[src/rtl/div_recompose_mac.sv]
// div_recompose_mac
//   Sequential shift-add multiply-accumulate that rebuilds a dividend from a
//   divider result: result = quotient * divisor + remainder.
//   Scans one divisor bit per clock (LSB first), then adds the remainder.
//   Optional feature macro: DIV_REMAINDER_CHECK_EN (adds rem_err output).
// Ports
//   clk        : clock, rising edge
//   reset      : asynchronous active-high reset
//   valid_in   : operands valid, sampled only while ready=1
//   quotient   : multiplicand, DIVIDEND_W bits
//   divisor    : multiplier, DIVISOR_W bits
//   remainder  : addend, DIVISOR_W bits
//   ready      : registered, high in IDLE only
//   result     : low DIVIDEND_W bits of quotient*divisor+remainder
//   overflow   : full sum does not fit in DIVIDEND_W bits
//   valid_out  : one-cycle pulse, result/overflow valid in that cycle
//   rem_err    : (macro only) remainder >= divisor or divisor == 0
module div_recompose_mac #(
  parameter int unsigned DIVISOR_W  = 16,
  parameter int unsigned DIVIDEND_W = 32
) (
  input  logic                  clk,
  input  logic                  reset,
  input  logic                  valid_in,
  input  logic [DIVIDEND_W-1:0] quotient,
  input  logic [DIVISOR_W-1:0]  divisor,
  input  logic [DIVISOR_W-1:0]  remainder,
  output logic                  ready,
  output logic [DIVIDEND_W-1:0] result,
  output logic                  overflow,
  output logic                  valid_out
`ifdef DIV_REMAINDER_CHECK_EN
  ,
  output logic                  rem_err
`endif
);

  // Accumulator holds the max product plus the remainder carry.
  localparam int unsigned ACC_W = DIVIDEND_W + DIVISOR_W + 1;
  localparam int unsigned CNT_W = (DIVISOR_W > 1) ? $clog2(DIVISOR_W) : 1;
  localparam logic [CNT_W-1:0] CNT_LAST = CNT_W'(DIVISOR_W - 1);

  localparam logic [1:0] S_IDLE = 2'd0;
  localparam logic [1:0] S_MUL  = 2'd1;
  localparam logic [1:0] S_ADD  = 2'd2;

  logic [1:0]            state_q, state_d;
  logic [DIVIDEND_W-1:0] quot_q, quot_d;
  logic [DIVISOR_W-1:0]  div_q, div_d;
  logic [DIVISOR_W-1:0]  rem_q, rem_d;
  logic [ACC_W-1:0]      acc_q, acc_d;
  logic [CNT_W-1:0]      cnt_q, cnt_d;
  logic                  ready_q, ready_d;
  logic                  valid_out_q, valid_out_d;
  logic [DIVIDEND_W-1:0] result_q, result_d;
  logic                  overflow_q, overflow_d;
`ifdef DIV_REMAINDER_CHECK_EN
  logic                  rem_err_q, rem_err_d;
`endif

  logic [ACC_W-1:0]      mul_term;
  logic [ACC_W-1:0]      sum_add;

  // Partial product for the current divisor bit and the final remainder sum.
  assign mul_term = ACC_W'(quot_q) << cnt_q;
  assign sum_add  = acc_q + ACC_W'(rem_q);

  // State register and datapath registers.
  always_ff @(posedge clk or posedge reset) begin
    if (reset) begin
      state_q     <= S_IDLE;
      quot_q      <= '0;
      div_q       <= '0;
      rem_q       <= '0;
      acc_q       <= '0;
      cnt_q       <= '0;
      ready_q     <= 1'b1;
      valid_out_q <= 1'b0;
      result_q    <= '0;
      overflow_q  <= 1'b0;
`ifdef DIV_REMAINDER_CHECK_EN
      rem_err_q   <= 1'b0;
`endif
    end else begin
      state_q     <= state_d;
      quot_q      <= quot_d;
      div_q       <= div_d;
      rem_q       <= rem_d;
      acc_q       <= acc_d;
      cnt_q       <= cnt_d;
      ready_q     <= ready_d;
      valid_out_q <= valid_out_d;
      result_q    <= result_d;
      overflow_q  <= overflow_d;
`ifdef DIV_REMAINDER_CHECK_EN
      rem_err_q   <= rem_err_d;
`endif
    end
  end

  // Next-state and datapath control.
  always_comb begin
    state_d     = state_q;
    quot_d      = quot_q;
    div_d       = div_q;
    rem_d       = rem_q;
    acc_d       = acc_q;
    cnt_d       = cnt_q;
    ready_d     = ready_q;
    valid_out_d = 1'b0;
    result_d    = result_q;
    overflow_d  = overflow_q;
`ifdef DIV_REMAINDER_CHECK_EN
    rem_err_d   = rem_err_q;
`endif

    case (state_q)
      S_IDLE: begin
        if (valid_in) begin
          quot_d  = quotient;
          div_d   = divisor;
          rem_d   = remainder;
          acc_d   = '0;
          cnt_d   = '0;
          ready_d = 1'b0;
          state_d = S_MUL;
        end
      end
      S_MUL: begin
        if (div_q[cnt_q]) begin
          acc_d = acc_q + mul_term;
        end
        cnt_d = cnt_q + 1'b1;
        if (cnt_q == CNT_LAST) begin
          state_d = S_ADD;
        end
      end
      S_ADD: begin
        acc_d       = sum_add;
        result_d    = sum_add[DIVIDEND_W-1:0];
        overflow_d  = |sum_add[ACC_W-1:DIVIDEND_W];
`ifdef DIV_REMAINDER_CHECK_EN
        rem_err_d   = (rem_q >= div_q) || (div_q == '0);
`endif
        valid_out_d = 1'b1;
        ready_d     = 1'b1;
        state_d     = S_IDLE;
      end
      default: begin
        state_d = S_IDLE;
        ready_d = 1'b1;
      end
    endcase
  end

  assign ready     = ready_q;
  assign valid_out = valid_out_q;
  assign result    = result_q;
  assign overflow  = overflow_q;
`ifdef DIV_REMAINDER_CHECK_EN
  assign rem_err   = rem_err_q;
`endif

endmodule
[config.mk]
export PLATFORM = sky130hd
export DESIGN_NAME = div_recompose_mac
export DESIGN_NICKNAME = d
export VERILOG_FILES = /design/src/rtl/div_recompose_mac.sv
export SDC_FILE = /design/constraint.sdc
export NUM_CORES = 1
export LEC_CHECK = 0
export ABC_AREA = 1
export BUFFER_PORTS_ARGS = -buffer_cell sky130_fd_sc_hd__buf_2
export CAP_MARGIN = 20
export CELL_PAD_IN_SITES_DETAIL_PLACEMENT = 1
export CELL_PAD_IN_SITES_GLOBAL_PLACEMENT = 1
export CORE_ASPECT_RATIO = 1.5
export CORE_UTILIZATION = 35
export DETAILED_ROUTE_END_ITERATION = 8
export PLACE_DENSITY_LB_ADDON = 0.05
export RECOVER_POWER = 100
export SKIP_CTS_REPAIR_TIMING = 1
export SLEW_MARGIN = 5
export SYNTH_ARGS = -nofsm -noshare
export SYNTH_HDL_FRONTEND = slang
export SYNTH_SLANG_ARGS = --single-unit
[constraint.sdc]
create_clock -name clk -period 4.85 [get_ports clk]
set_input_delay 0.7275 -clock clk [delete_from_list [all_inputs] [get_ports clk]]
set_output_delay 0.7275 -clock clk [all_outputs]
set_load 0.02 [all_outputs]
=== Word level (Yosys, flattened, before mapping) ===
Cells that the tools add are included.

* Register bits: 154
* Bits of input ports: 67
* Output and inout bits: 35
* Logic and storage cells: 44

* Add/subtract/negate cells: 3
* $lt $le $gt $ge: 1
* Equal/unequal tests: 6
* Shift-type cells: 1
* Multiplexer cells: 13
* Bitwise logic cells: 1
* Reductions and logical operators: 9

{| class="wikitable"
|+ Operators by type and width
! kind !! number
|-
| $pmux 49 s3 || 1
|-
| $mux 49 || 2
|-
| $add 49x16->49 || 1
|-
| $add 49x49->49 || 1
|-
| $shl 32x4->49 || 1
|-
| $reduce_or 17->1 || 1
|-
| $pmux 4 s2 || 1
|-
| $reduce_and 2->1 || 4
|-
| $ne 2x2->1 const B || 3
|-
| $lt 4x5->1 const B || 1
|-
| $add 4x1->4 const B || 1
|-
| $bmux 1 s4 || 1
|-
| $eq 4x4->1 const B || 1
|-
| $mux 2 || 2
|-
| $mux 4 || 1
|-
| $pmux 2 s2 || 1
|-
| $mux 1 || 3
|-
| $reduce_and 3->1 || 1
|-
| $reduce_bool 3->1 || 1
|-
| $eq 2x1->1 const B || 1
|-
| $eq 2x2->1 const B || 1
|-
| $logic_not 2->1 || 1
|-
| $pmux 1 s2 || 1
|-
| $reduce_bool 2->1 || 1
|-
| $not 1->1 || 1
|}

=== Depth between registers and ports, before layout ===
Gate-level depths: netlist of the first run.

* Word-level depth: 4
* Mapped depth: 28

=== Worst setup path before layout of the first run ===
OpenSTA, ideal clock, no wires.

* Kind: reg-to-reg
* From: register cnt_q[1]
* To: register acc_q[26]
* Data arrival time: 3.075 ns
* Required time: 4.784 ns
* Path slack: 1.709 ns
* Cell stages (with the launch flop): 23
* Cells stage by stage: dfrtp_1 buf_2 inv_1 buf_2 buf_1 nand2_1 nor2_1 inv_1 nor2_1 inv_1 fa_1 nand3b_1 nand2_1 a21boi_1 o21bai_1 nand2_1 nand2_1 nand2_1 nand3_1 nand2_1 o21ai_0 nand2_1 nand2_1

* Longest elaborated chain between the ends: 4
* Elaborated cells on any way between the ends: 8
* Those cells by class: 1 x add/sub; 1 x eq/ne; 1 x shift; 4 x mux; 1 x reduce/logical

{| class="wikitable"
|+ RTL lines
! item !! RTL line !! text
|-
| from (decl) || 52 || <nowiki>logic [CNT_W-1:0] cnt_q, cnt_d;</nowiki>
|-
| from (signal assigned) || 90 || <nowiki>cnt_q <= cnt_d;</nowiki>
|-
| $shl 32x4->49 / $bmux 1 s4 (equally long branches) || 65, 130 ||
|-
| $add 49x49->49 / $mux 1 (equally long branches) || 131, 130 ||
|-
| $mux 49 / $ne 2x2->1 (equally long branches) || - ||
|-
| $pmux 49 s3 / $reduce_and 3->1 (equally long branches) || - ||
|-
| to (signal assigned) || 75 || <nowiki>acc_q <= '0;</nowiki>
|-
| to (signal assigned) || 89 || <nowiki>acc_q <= acc_d;</nowiki>
|-
| to (decl) || 51 || <nowiki>logic [ACC_W-1:0] acc_q, acc_d;</nowiki>
|}

Parallel ways exist; a longest one is shown, timed or not. The select of a mux whose other input is x is not followed.
A chain may end at the register's enable or synchronous reset.

=== Worst setup path after layout of the first run ===
* From: register cnt_q[0]
* To: register acc_q[47]

Same word-level chain as after synthesis.

==> results.sh, run 1 <==
export IMPL_drc_errors=0
export IMPL_worstHoldStart="ready"
export IMPL_max_freq_mhz=218.4
export IMPL_tritoncts_num_buffers=17
export IMPL_rrSetupSlack_ps=270
export IMPL_start_util_pct=35.54
export IMPL_std_cell_rows=88
export IMPL_skew_ps=20.87
export IMPL_ir_drop_mv=0.3053
export IMPL_p_leak_nw=7.722
export IMPL_r2r_end="acc_q[47]"
export IMPL_antenna_cells=0
export IMPL_clock_sinks=154
export IMPL_cp_arrival_ps=4920
export IMPL_yosys_top_cells_area="dfrtp_1 28%, nand2_1 22%, o21ai_0 6.7%, inv_1 6.6%, ha_1 6.2%"
export IMPL_synth_top_family_by_area="simple AND/OR/NAND/NOR gates"
export IMPL_synth_fa_ha_area_share_pct=6.523
export IMPL_critPathMaxFanout=46
export IMPL_status="complete, but fails checks"
export IMPL_viasPerCell=5.298
export IMPL_regToRegStartpoint="cnt_q[0]"
export IMPL_dominantRegCellSynth="dfrtp_1"
export IMPL_synthTopCellsByCount="815 x nand2_1, 240 x inv_1, 215 x nor2_1, 184 x o21ai_0, 159 x nand3_1"
export IMPL_ant_nets=0
export IMPL_ios=102
export IMPL_nets=2411
export IMPL_tightestPinTransition_ps=3558
export IMPL_r2r_cells=19
export IMPL_dr_pass1_iters=5
export IMPL_synth_compound_area_share_pct=13.14
export IMPL_port_buffers=101
export IMPL_synth_top_area_cell="dfrtp_1"
export IMPL_synth_top_cell_area_share_pct=28.03
export IMPL_synth_cell_area_um2=13660
export IMPL_synth_xor_area_share_pct=0.3207
export IMPL_synth_cells=2202
export IMPL_muxShareOfSynthArea_pct=5.387
export IMPL_p_per_area_nw_per_um2=642.6
export IMPL_drive_gt1_share_pct=8.352
export IMPL_core_um2=38430
export IMPL_min_period_ps=4579
export IMPL_vias=14740
export IMPL_clk_pin_slew_ps=80
export IMPL_synth_cell_type_count=47
export IMPL_final_util_pct=39.54
export IMPL_clockBufferDepth=2
export IMPL_cp_end_kind="flop"
export IMPL_die_area_um2=39830
export IMPL_antenna_found_initial=0
export IMPL_clk_latency_ps=460
export IMPL_fin_tns_setup_ps=0
export IMPL_drt_wl_total_um=57940
export IMPL_grt_max_degree=155
export IMPL_slew_viol_final=258
export IMPL_setup_viol=0
export IMPL_violations="capacitance limit, slew limit"
export IMPL_critical_path_class="reg -> reg"
export IMPL_rsz0062_at_grt="false"
export IMPL_synth_edff_count=0
export IMPL_overflow=0
export IMPL_grt_usage_pct=30.09
export IMPL_synth_simple_area_share_pct=37.65
export IMPL_crit_required_ps=5190
export IMPL_h_tree_depth=4
export IMPL_hp_class="reg -> reg"
export IMPL_syn_nets=2339
export IMPL_cts_tree="done"
export IMPL_grt_pass1_vias=15530
export IMPL_async_flop_share_pct=100.0
export IMPL_drtIter0Drc=587
export IMPL_grt_pass1_wl_um=89200
export IMPL_hold_end="ready"
export IMPL_die_w_um=163.3
export IMPL_hold_depth=2
export IMPL_root_buffer="clkbuf_16"
export IMPL_critPathLaunchType="flop"
export IMPL_place_hpwl_um=48470
export IMPL_post_route_period_util_pct=94.42
export IMPL_cap_violations=3
export IMPL_synth_seq_cells=154
export IMPL_die_y_um=243.9
export IMPL_yosys_warnings=0
export IMPL_hold_violations=0
export IMPL_gp_routability_congestion=0.9687
export IMPL_relSlewSlack_pct=-137.2
export IMPL_avgSynthCellArea_um2=6.202
export IMPL_wl_per_cell_um=20.82
export IMPL_yosysSeqAreaShare_pct=28.23
export IMPL_yosysMostFrequentCell="nand2_1"
export IMPL_area_growth_pct=11.27
[worst max path at each step]
stage | start | endpoint | slack, ps | depth (start not counted)
after floorplan | cnt_q[1] | acc_q[26] | 1710 | 22
after global placement | cnt_q[0] | acc_q[47] | 480 | 19
after detailed placement | cnt_q[0] | acc_q[47] | 430 | 19
after CTS | cnt_q[0] | acc_q[47] | 400 | 19
after global routing | cnt_q[0] | acc_q[47] | 30 | 19
final | cnt_q[0] | acc_q[47] | 270 | 19
[through the flow]
stage	total power, mW	cell area (µm²)	setup slack [ps]	cells	hold WS, ps
2_1_floorplan	6.232	13660	1709	2202	473.9
3_3_place_gp	8.230	14640	483.7	2749	455.1
3_5_place_dp	8.358	14660	430.9	2750	463.7
4_1_cts	9.870	15270	398.2	2782	475.7
5_1_grt	10.64	15200	29.84	2782	478.1
6_report	9.765	15200	270.8	2782	477.3
[cell usage in the layout (no fill, tap or decap), types with 6 or more instances in the layout]
cell       Yosys  final
clkbuf_1      30     37
buf_4          2     11
ha_1          68     68
nand3b_1       9      9
a21oi_1      110    110
or2_2          9      9
nor2_1       215    215
nand2_1      815    815
nand4_1       20     20
mux2_2        60     60
inv_1        240    239
nor3_1        20     20
a31oi_1        6      6
buf_2         11     67
mux2i_1        6      6
o21ai_0      184    184
a21o_1         9      9
o21bai_1       9      9
nand3_1      159    159
dfrtp_1      153    153
clkbuf_16      0     17
[critical path, cell delays in order, from the launching register on]
cell and delay [ps]:
dfrtp_1 380, buf_4 410, mux2i_1 280, o21ai_0 240
o21ai_0 460, mux2i_1 180, ha_1 430, nand2_1 130
nor2_1 110, inv_1 80, nor3_1 540, nand2_1 320
nor3_1 230, nand2_1 180, nand3_1 130, nand2_1 60
nand3_1 90, nand2_1 70, nand2_1 60, nand2_1 50
[kinds of logic after synthesis]
group | Yosys count
AND/OR/NAND/NOR | 1264
AO/OA/AOI/OAI | 338
buffers and inverters | 305
flip-flops | 154
adder cells (fa/ha/maj) | 70
multiplexers | 66
XOR/XNOR | 5
[report_power, final]
part	total, mW	switching [mW]	leakage (nW)	internal (mW)
Combinational	5.97	4.13	5.46	1.84
Clock	1.46	0.656	0.304	0.799
Sequential	2.34	0.540	1.96	1.80
Total	9.76	5.33	7.72	4.44
[routing by layer]
metal	global-route usage, %	routed length, µm	vias to the layer above
met5	0	0	-
met4	17.62	3524	0
met3	2.612	1020	106
met2	54.52	29730	227
met1	33.80	23660	7150
li1	-	-	7256
[registers in the layout, indices dropped and copies added, names as in the netlist, 2 cells and up]
name     flops
acc_q       49
cnt_q        4
div_q       16
quot_q      32
rem_q       16
result      32
state_q      2
[area by class of cell]
cell class | count | area [µm²]
fillers | 5207 | 23230
multi-input cells | 1743 | 8602
inverters | 242 | 909.6
well taps | 495 | 619.3
clock inverters | 13 | 173.9
clock buffers | 19 | 442.9
flip-flops and latches | 154 | 3855
repair buffers | 116 | 593.1
(Power assumes the default switching activity.)
==> inputs of run 2 (changes only) <==
Settings changed: CORE_UTILIZATION 35 to 39.
==> run 2 against run 1 <==
  * The run still ends with capacitance limit, slew limit left
  * Sequential share of layout area grew 0.17 points
  * Final area shrank 0.66%
  * Global-route usage grew 3.8 points
  * Clock power shrank 6%
  * Critical path depth grew 2
  * Setup slack gained 200 ps
  * Core utilization grew 4.4 points
  * Count of clock-buffer cells in the layout shrank 2
  * Critical path type unchanged
==> results.sh, run 2 (synthesis results as in run 1) <==
export IMPL_hp_class="reg -> reg"
export IMPL_hold_violations=0
export IMPL_critical_path_class="reg -> reg"
export IMPL_vias=15070
export IMPL_fin_tns_setup_ps=0
export IMPL_grt_usage_pct=33.84
export IMPL_tritoncts_num_buffers=17
export IMPL_area_growth_pct=10.54
export IMPL_ios=102
export IMPL_violations="capacitance limit, slew limit"
export IMPL_final_common_cell="nand2_1"
export IMPL_tightestPinTransition_ps=3551
export IMPL_rsz0062_at_grt="false"
export IMPL_setup_worst_path_start="cnt_q[0]"
export IMPL_overflow=0
export IMPL_num_fill_cells=4727
export IMPL_die_w_um=154.8
export IMPL_critical_path_cell_chain="inv_2 > buf_4 > nand2_1 > nand3_1 > o21ai_0 > inv_1 > o21ai_0 > o21ai_0 > ha_1 > nand2_1 > inv_1 > a21oi_1 > a21boi_1 > o21ai_0 > nand2_1 > nand3_1 > nand2_1 > nand3_1 > nand2_1 > nand2_1 > nand2_1"
export IMPL_min_period_ps=4377
export IMPL_cap_violations=4
export IMPL_drt_wl_total_um=58510
export IMPL_skew_ps=17.95
export IMPL_ant_nets=0
export IMPL_cp_arrival_ps=4790
export IMPL_critPathLaunchType="flop"
export IMPL_slew_viol_final=300
export IMPL_regMostFlops="acc_q"
export IMPL_port_buffers=101
export IMPL_place_hpwl_um=47900
export IMPL_viasPerCell=5.470
export IMPL_root_buffer="clkbuf_16"
export IMPL_critPathMaxFanout=25
export IMPL_clock_sinks=154
export IMPL_status="complete, but fails checks"
export IMPL_cpLargestDelayFamily="compound AO/OA/AOI/OAI gates"
export IMPL_grt_pass1_vias=15890
export IMPL_wl_per_cell_um=21.24
export IMPL_regToRegStartpoint="cnt_q[0]"
export IMPL_max_freq_mhz=228.5
export IMPL_antenna_cells=0
export IMPL_drc_errors=0
export IMPL_rrSetupSlack_ps=470
export IMPL_clk_pin_slew_ps=80
export IMPL_cts_tree="done"
export IMPL_start_util_pct=39.73
export IMPL_drtIter0Drc=588
export IMPL_antenna_found_initial=1
export IMPL_nets=2412
export IMPL_cp_slowest_cell="o21ai_0"
export IMPL_r2r_cells=21
export IMPL_relSlewSlack_pct=-136.7
export IMPL_setup_viol=0
export IMPL_final_cell_mix="815 x nand2_1, 239 x inv_1, 215 x nor2_1"
export IMPL_path_common_cell="nand2_1"
export IMPL_cp_end_kind="flop"
export IMPL_ir_drop_mv=0.3266
export IMPL_gp_routability_congestion=1.056
export IMPL_core_um2=34370
export IMPL_largest_register_ff_count=49
export IMPL_finalPower_mw=9.738
export IMPL_clk_latency_ps=480
export IMPL_grt_max_degree=155
export IMPL_grt_pass1_wl_um=90360
export IMPL_die_y_um=231.2
export IMPL_r2r_end="acc_q[41]"
export IMPL_crit_path_end="acc_q[41]"
export IMPL_worst_path_stages=21
export IMPL_crit_buf_inv=4
export IMPL_std_cell_rows=83
export IMPL_crit_required_ps=5260
export IMPL_die_area_um2=35790
export IMPL_clockBufferDepth=2
export IMPL_p_leak_nw=7.688
export IMPL_post_route_period_util_pct=90.25
export IMPL_h_tree_depth=4
export IMPL_dr_pass1_iters=5
export IMPL_critPathMaxStageDelay_ps=570
export IMPL_p_per_area_nw_per_um2=645.1
export IMPL_drive_gt1_share_pct=8.348
-- run 2: cell types whose count changed in the layout (fill, tap and decap cells not counted), sizes merged --
cell      before  now
clkinv         4    7
clkinvlp       1    2
buf           80   78
bufinv         2    0
clkbuf        55   56
-- run 2: layer usage --
metal | track usage (%) | part of all wire, %
met5 | 0 | 0.031
met4 | 21.38 | 6.5
met3 | 3.721 | 3.2
met2 | 60.89 | 51
met1 | 37.85 | 40
-- run 2: layout make-up --
| class | count | area, µm² | share of cell area [%] |
|---|---|---|---|
| timing repair buffer | 117 | 568.0 | 3.763 |
| tap | 467 | 584.3 | 3.871 |
| inverter | 242 | 912.1 | 6.042 |
| clock inverter | 15 | 150.1 | 0.9946 |
| multi-input combinational | 1743 | 8601 | 56.97 |
| clock buffer | 17 | 425.4 | 2.818 |
| sequential | 154 | 3855 | 25.54 |
-- run 2: worst min-delay path by stage --
stage                 start         to  cells past startpoint
2_1_floorplan     div_q[10]  div_q[10]                      1
6_report              ready      ready                      2
5_1_grt        remainder[5]   rem_q[5]                      2
3_3_place_gp      result[0]  result[0]                      2
3_5_place_dp          ready      ready                      2
4_1_cts               ready      ready                      2
-- run 2: power breakdown --
part           total, mW  internal (mW)  switching, mW  leakage, nW
registers           2.31           1.79          0.520         1.96
clock network       1.37          0.682          0.688        0.282
logic               6.05           1.82           4.23         5.45
total               9.74           4.30           5.44         7.69
-- run 2: tightest hold or removal path, cell delays in order (launching register included) --
cell	delay [ps]
dfstp_2	370
inv_1	40
a21oi_1	50
-- run 2: through the flow --
step | utilization [%] | hold slack (ps) | cell area (µm²) | setup slack [ps] | cells
floorplan | - | 473.9 | 13660 | 1709 | 2202
global placement | 42.48 | 454.9 | 14600 | 521.1 | 2723
detailed placement | 42.48 | 458.5 | 14600 | 532.1 | 2723
CTS | 44.16 | 470.4 | 15180 | 517.3 | 2755
global route | 43.92 | 477.5 | 15100 | 185.4 | 2755
finish | 43.92 | 471.9 | 15100 | 473.1 | 2755
